===== config.mk =====
export PLATFORM = sky130hd
export DESIGN_NAME = instr_fetch_unit
export DESIGN_NICKNAME = d
export VERILOG_FILES = /design/src/rtl/instr_fetch_unit.sv
export SDC_FILE = /design/constraint.sdc
export NUM_CORES = 2
export LEC_CHECK = 0
export ABC_CLOCK_PERIOD_IN_PS = 7100
export CAP_MARGIN = 0
export CORE_MARGIN = 5
export CORE_UTILIZATION = 45
export DETAILED_ROUTE_END_ITERATION = 7
export GPL_TIMING_DRIVEN = 0
export PLACE_DENSITY_LB_ADDON = 0.3
export RECOVER_POWER = 25
export SLEW_MARGIN = 10
export SYNTH_ARGS = -nofsm -noshare
export SYNTH_HDL_FRONTEND = slang
export SYNTH_SLANG_ARGS = --single-unit

===== constraint.sdc =====
create_clock -name CLK -period 7.1 [get_ports CLK]
set_clock_uncertainty 0.2 [all_clocks]
set_input_delay 0.71 -clock CLK [delete_from_list [all_inputs] [get_ports CLK]]
set_output_delay 0.71 -clock CLK [all_outputs]
set_load 0.01 [all_outputs]

===== src/rtl/instr_fetch_unit.sv =====
// instr_fetch_unit: PC/IR fetch stage with 64-word instruction memory, IDLE/RUN/HALT control.
module instr_fetch_unit (
    input  logic        CLK,
    input  logic        RST,
    input  logic        PCWre,
    input  logic        IRWre,
    input  logic [1:0]  PCSrc,
    input  logic [15:0] immediate,
    input  logic [25:0] jaddr,
    input  logic        imem_we,
    input  logic [7:0]  imem_waddr,
    input  logic [31:0] imem_wdata,
    output logic [31:0] curPC,
    output logic [31:0] nextPC,
    output logic [31:0] iDataOut,
    output logic [31:0] irPC,
    output logic        valid,
    output logic        halted,
    output logic [15:0] fetch_cnt
);
    typedef enum logic [1:0] {IDLE, RUN, HALT} state_t;
    state_t state, state_nxt;
    logic [31:0] mem [64];
    logic [31:0] pc4, instr;
    logic capture, halt_cap, unused;

    assign unused = ^imem_waddr[1:0];
    assign instr = mem[curPC[7:2]];
    assign pc4 = curPC + 32'd4;
    assign nextPC = PCSrc == 2'b00 ? pc4 :
                    PCSrc == 2'b01 ? pc4 + {{14{immediate[15]}}, immediate, 2'b00} :
                    PCSrc == 2'b10 ? {pc4[31:28], jaddr, 2'b00} : curPC;
    assign capture = state == RUN && IRWre;
    assign halt_cap = capture && instr[31:26] == 6'b111111;
    assign halted = state == HALT;

    always_comb begin
        state_nxt = state;
        state_nxt = state == IDLE ? RUN : halt_cap ? HALT : state;
    end

    always_ff @(posedge CLK or negedge RST) begin
        if (!RST) state <= IDLE;
        else state <= state_nxt;
    end

    // A halting capture still loads IR but pins the PC at the halt instruction
    always_ff @(posedge CLK or negedge RST) begin
        if (!RST) begin
            curPC <= '0;
            iDataOut <= '0;
            irPC <= '0;
            valid <= 1'b0;
            fetch_cnt <= '0;
        end else begin
            if (state == RUN && PCWre && !halt_cap) curPC <= nextPC;
            if (capture) begin
                iDataOut <= instr;
                irPC <= curPC;
                valid <= 1'b1;
                if (fetch_cnt != 16'hFFFF) fetch_cnt <= fetch_cnt + 16'd1;
            end
        end
    end

    // Preload port is independent of reset and state; nonblocking write gives read-before-write
    always_ff @(posedge CLK) begin
        if (imem_we) mem[imem_waddr[7:2]] <= imem_wdata;
    end
endmodule


* Word-level counts from Yosys, hierarchy flattened *
Memories as Yosys holds them, arrays and structs flattened.
Index checks and enable logic that the tools add are counted.

word-level totals
  register bits after elaboration = 115
  bits in latches = 0
  RAM bits = 2048
  ROM bits = 0
  input port bits = 89
  output and inout bits = 146
  logic and storage cells = 32
  memories kept = 1

memory list
  memory  depth  bits a word  rd ports  clocked after memory_dff  write ports  RTL line  text
  mem     64     32           1         0                         1            23        logic [31:0] mem [64];

cells by class
  add/subtract/negate cells = 3
  multipliers = 0
  divide/modulo/power cells = 0
  magnitude comparators = 0
  eq/ne operators = 6
  shifts and indexed selects = 0
  muxes and demuxes = 7
  bitwise gates (word level) = 0
  reductions and logical operators = 9

operator list
  operator                                        count
  two-way mux 32 bit                              3
  adder 32 x 3 -> 32 bit (second input constant)  1
  adder 32 bit                                    1
  adder 16 x 1 -> 16 bit (second input constant)  1
  != test 16 bit (second input constant)          1
  == test 6 bit (second input constant)           1
  == test 2 x 1 -> 1 bit (second input constant)  2
  == test 2 bit (second input constant)           2
  logical AND 1 bit                               4
  logical NOT 2 bit                               2
  two-way mux 2 bit                               2
  two-way mux 1 bit                               2
  AND reduction 2 bit                             1
  nonzero test 2 bit                              1
  logical NOT 1 bit                               1

* Depth between registers and ports, before layout *
  depth after elaboration = 5
  depth in mapped cells = 20
  mapped depth without buffers = 17

* Worst setup path before layout *
OpenSTA, ideal clock, no wires.

  path kind = reg2out
  start point = reg curPC[4]
  end point = out nextPC[28]
  data arrival time = 4.124 ns
  data required time = 6.190 ns
  slack = 2.066 ns
  cell stages (with the launch flop) = 18
  path buffers = 5
  cells stage by stage = dfrtp_1 buf_2 buf_2 clkbuf_1 clkbuf_1 clkbuf_1 nand4_1 xnor2_1 ha_1 and3_1 a221oi_1 o21ai_0 a21oi_1 nor2_1 a211oi_1 o21ai_0 nor3b_1 nor2_1

between the ends
  cells in the longest elaborated chain, start to end = 4
  elaborated cells between the ends (all ways) = 5
  classes of those cells = add/sub: 2; mux: 3

RTL lines
  element                                             RTL line  text
  start, declared                                     13        output logic [31:0] curPC,
  start signal, assigned                              56        if (state == RUN && PCWre && !halt_cap) curPC <= nextPC;
  adder 32 x 3 -> 32 bit *                            29        assign pc4 = curPC + 32'd4;
  adder 32 bit or two-way mux 32 bit (tied branches)  31, 32
  two-way mux 32 bit                                  31        PCSrc == 2'b01 ? pc4 + {{14{immediate[15]}}, immediate, 2'b00} :
  two-way mux 32 bit *                                30        assign nextPC = PCSrc == 2'b00 ? pc4 :
  end, declared                                       14        output logic [31:0] nextPC,

Every way passes the cells marked *; elsewhere a longest branch is shown, timed or not.

* Worst setup path after layout *
  start point = reg curPC[6]
  end point = out nextPC[29]

Same word-level chain as after synthesis.

==> key figures <==
Clocking
  – Post-CTS Setup Inserts: 0
  – H-Tree Depth: 4
  – CTS sink count: 2163
  – Worst skew pair latency: 0.88 ns
  – CTS max path bufs: 3
  – Clock root buffer: clkbuf_16
  – CTS tree: yes
  – Clk slew on worst S/H paths: 0.06 ns
  – Total CTS buffers: 209

Placed design
  – Gpl congestion: 0.872
  – DP Area: 0.0939 mm²
  – Hpwl dp: 155000 µm
  – Pre-CTS WS: -0.915 ns
  – # port buffers: 226

GRT
  – Vias in the first global route: 43000
  – GRT Overall Usage: 23.1%
  – Initial antenna violation count: 11
  – Largest net degree at the start of global routing: 60
  – Global-route wire length before repair: 325000 µm
  – Total gr overflow: 0

STA
  – Final Hold Viols: 0
  – Max-slew violation count: 793
  – Hold WS: 0.138 ns
  – Crit share post-route: 97.0%
  – Worst slew pin tran: 2.34 ns
  – Final WS setup: 0.216 ns
  – Post-route setup TNS: 0 ns
  – Period minus WS final: 6.88 ns
  – Final Setup Violations: 0
  – Maximum clock rate: 145 MHz
  – Worst slew margin: -55.9%

Route
  – Detailed-route wire length per cell: 32.6 µm
  – DRT antenna net count: 0
  – Vias: 43000
  – Drt total wl: 230000 µm
  – Vias/cell: 6.09
  – Pre-Repair DR Iteration Count: 6
  – Drt initial violations: 5856
  – DR DRC count: 0

Layout
  – Fin area: 0.101 mm²
  – Area Overhead vs Synth: 18.1%
  – Fraction of layout cells with a size suffix above 1: 29.3%
  – Final-stage net count: 4497

Worst hold path
  – HP Class: primary input to flop
  – Hold path start: imem_wdata[19]

Synth
  – Synthesized cell area: 0.0854 mm²
  – Register area share after synthesis: 75.4%
  – Yosys cell types: 66
  – Synthesis Warnings: 0
  – Main flop type after synthesis: edfxtp_1
  – Synth Register Bits: 2163
  – Synth area leaders: edfxtp_1 72%, mux4_2 17%, dfrtp_1 3.4%, mux2_2 1.1%, ha_1 0.54%
  – Share of the synthesized area in the top cell type: 72.0%
  – Cells after synthesis: 3799
  – Leading area contributor after synthesis: edfxtp_1
  – Syn_nets: 3926
  – Asr flop ratio synth: 5.32%
  – Post-synth EDFFs: 2048
  – Syn Area/Cell: 22.5 µm²

Power and ir drop
  – Combinational group share of total power: 32.2%
  – Tot Pwr: 38200 µW
  – Net Sw Frac: 31.0%
  – Int Power: 26400 µW
  – Part of the power in registers: 38.6%
  – Clock power share: 29.2%
  – Psw: 11900 µW
  – Peak supply drop: 0.246 mV
  – Leak: 0.0317 µW
  – PD cells: 379 mW/mm²

Critical path
  – CP Class: flop to output port
  – R2r setup slk: 1.96 ns
  – Critical path peak fanout: 11
  – Critical path endpoint category: output port
  – Type of origin of the critical path: flop
  – Reg-to-reg endpoint: iDataOut[25]$_DFFE_PN0P_
  – CP endpoint: nextPC[29]
  – FF-to-FF path depth: 9
  – Crit path launch: curPC[6]$_DFFE_PN0P_
  – RR Startpoint: curPC[3]$_DFFE_PN0P_
  – Required time of the critical path: 6.19 ns
  – CP arrival: 5.97 ns

Floorplanning
  – Row cnt: 160
  – Die W: 446 µm
  – Core area: 0.190 mm²
  – Io pins: 235
  – Starting density of the core: 45.1%
  – Die area: 0.199 mm²
  – Die H: 446 µm

Run status
  – Outcome: finished, violations left
  – Failing checks: max-capacitance violations, max-slew violations

Job
  – Max-capacitance violation count: 17
[synthesized netlist by cell type (6+ instances only)]
| cell type | instances |
|---|---|
| edfxtp_1 | 2048 |
| mux4_2 | 660 |
| dfrtp_1 | 115 |
| clkbuf_1 | 110 |
| nor2_1 | 109 |
| nand2_1 | 84 |
| mux2_2 | 81 |
| a21oi_1 | 58 |
| o21ai_0 | 48 |
| xnor2_1 | 47 |
| ha_1 | 37 |
| buf_4 | 34 |
| buf_2 | 32 |
| nor3_1 | 26 |
| nand3_1 | 25 |
| nand4_1 | 22 |
| buf_1 | 20 |
| xor2_1 | 19 |
| a21o_1 | 17 |
| nor2b_1 | 17 |
| a22oi_1 | 16 |
| mux2i_1 | 14 |
| inv_1 | 13 |
| and2_1 | 12 |
| and3_1 | 12 |
| a221oi_1 | 9 |
| nand2b_1 | 9 |
| a22o_1 | 8 |
| buf_6 | 7 |
| o22ai_1 | 7 |
| a21boi_0 | 6 |
| or2_2 | 6 |
[layout make-up]
| class | instances | area, µm² |
|---|---|---|
| Sequential cell | 2163 | 64400 |
| Fill cell | 14200 | 88700 |
| Tap cell | 2511 | 3140 |
| Antenna cell | 8 | 20.0 |
| Clock buffer | 259 | 5450 |
| Multi-Input combinational cell | 1418 | 20500 |
| Inverter | 14 | 52.6 |
| Clock inverter | 131 | 1500 |
| Timing Repair Buffer | 370 | 4720 |
| Buffer | 194 | 1040 |
[critical path, cell delays in order, from the launching register on]
cell             delay (ns)
dfrtp_2                0.63
buf_2                  0.43
clkbuf_8               0.37
clkbuf_4               0.37
xnor2_1                0.24
ha_1                   0.36
a21o_1                 0.21
a31oi_1                0.14
o21ai_0                0.29
a21oi_1                0.30
a21oi_1                0.16
o211ai_1               0.31
a21boi_0               0.17
o311ai_0               0.32
and2_1                 0.26
clkdlybuf4s50_1        0.57
[worst min-delay path by stage]
stage	endpoint	cells after the start
5_1_grt	mem[42][18]$_DFFE_PP_	1
6_report	mem[41][19]$_DFFE_PP_	1
3_3_place_gp	valid$_DFFE_PN0P_	1
2_1_floorplan	curPC[0]$_DFFE_PN0P_	0
3_5_place_dp	valid$_DFFE_PN0P_	1
4_1_cts	mem[6][8]$_DFFE_PP_	1
[metrics by stage]
step                utilization, %  instances
finish                        53.2       7068
global route                  53.2       7062
CTS                           53.3       7063
detailed placement            49.5       6664
global placement              47.9       6536
floorplan                        -       3799
[per-layer routing]
| layer | vias up | share of wire (%) | GRT usage, % |
|---|---|---|---|
| met2 | 2329 | 48 | 37.1 |
| met1 | 23000 | 40 | 32.9 |
| met4 | 2 | 3.5 | 7.58 |
| li1 | 17300 | - | - |
| met3 | 349 | 8.4 | 3.78 |
| met5 | - | 0.0030 | 0 |
[state kept, by name (all words and copies together), names as in the netlist]
register   count
fetch_cnt     16
mem         2048
curPC         32
iDataOut      32
valid          1
state          2
irPC          32
[power groups by stage]
stage / logic, µW / registers, µW / clock network, µW
4_1_cts: 12400 / 14700 / 11300
2_1_floorplan: 7400 / 14900 / 0
6_report: 12300 / 14700 / 11200
3_5_place_dp: 12300 / 15000 / 0
3_3_place_gp: 12200 / 15000 / 0
5_1_grt: 12900 / 14800 / 11900
[cells by family (layout without fill, tap and decap cells)]
family                     after synthesis  in the layout  synth area share, %
other                                    0              8                    0
xor gates and xnor gates                66             66                0.677
DFF                                   2163           2163                 75.4
adders and majority gates               38             38                0.565
buffers and inverters                  218            968                 1.23
AOI/OAI and AO/OA                      212            212                 1.59
and+or+nand+nor                        347            347                 1.95
muxes                                  755            755                 18.6
[timing repair]
item | in CTS | in global routing
hold buffers | 16 | 0
hold endpoints to repair | 210 | 0
setup endpoints to repair | 27 | 6
resized for setup | 36 | 11
[placed cells by master (no fill, tap or decap), types with 9 or more instances in the layout]
master           synthesis  final
a21o_1                  17     17
a21oi_1                 58     58
a22oi_1                 16     16
and2_1                  12     11
and3_1                  12     11
buf_1                   20     16
buf_12                   0     64
buf_16                   0     40
buf_2                   32     37
buf_4                   34     41
buf_6                    7     11
bufinv_16                0     23
clkbuf_1               110    177
clkbuf_16                0    210
clkdlybuf4s50_1          0    193
clkinv_1                 0     50
clkinv_16                0     11
clkinv_2                 0     40
dfrtp_1                115    113
dlygate4sd3_1            0     16
edfxtp_1              2048   2048
ha_1                    37     37
inv_1                   13     13
mux2_2                  81     81
mux2i_1                 14     14
mux4_2                 660    660
nand2_1                 84     84
nand2b_1                 9      9
nand3_1                 25     25
nand4_1                 22     22
nor2_1                 109     45
nor2_4                   0     62
nor2b_1                 17     17
nor3_1                  26     22
o21ai_0                 48     47
xnor2_1                 47     46
xor2_1                  19     19
No activity file was read; power rests on OpenSTA's default activity.
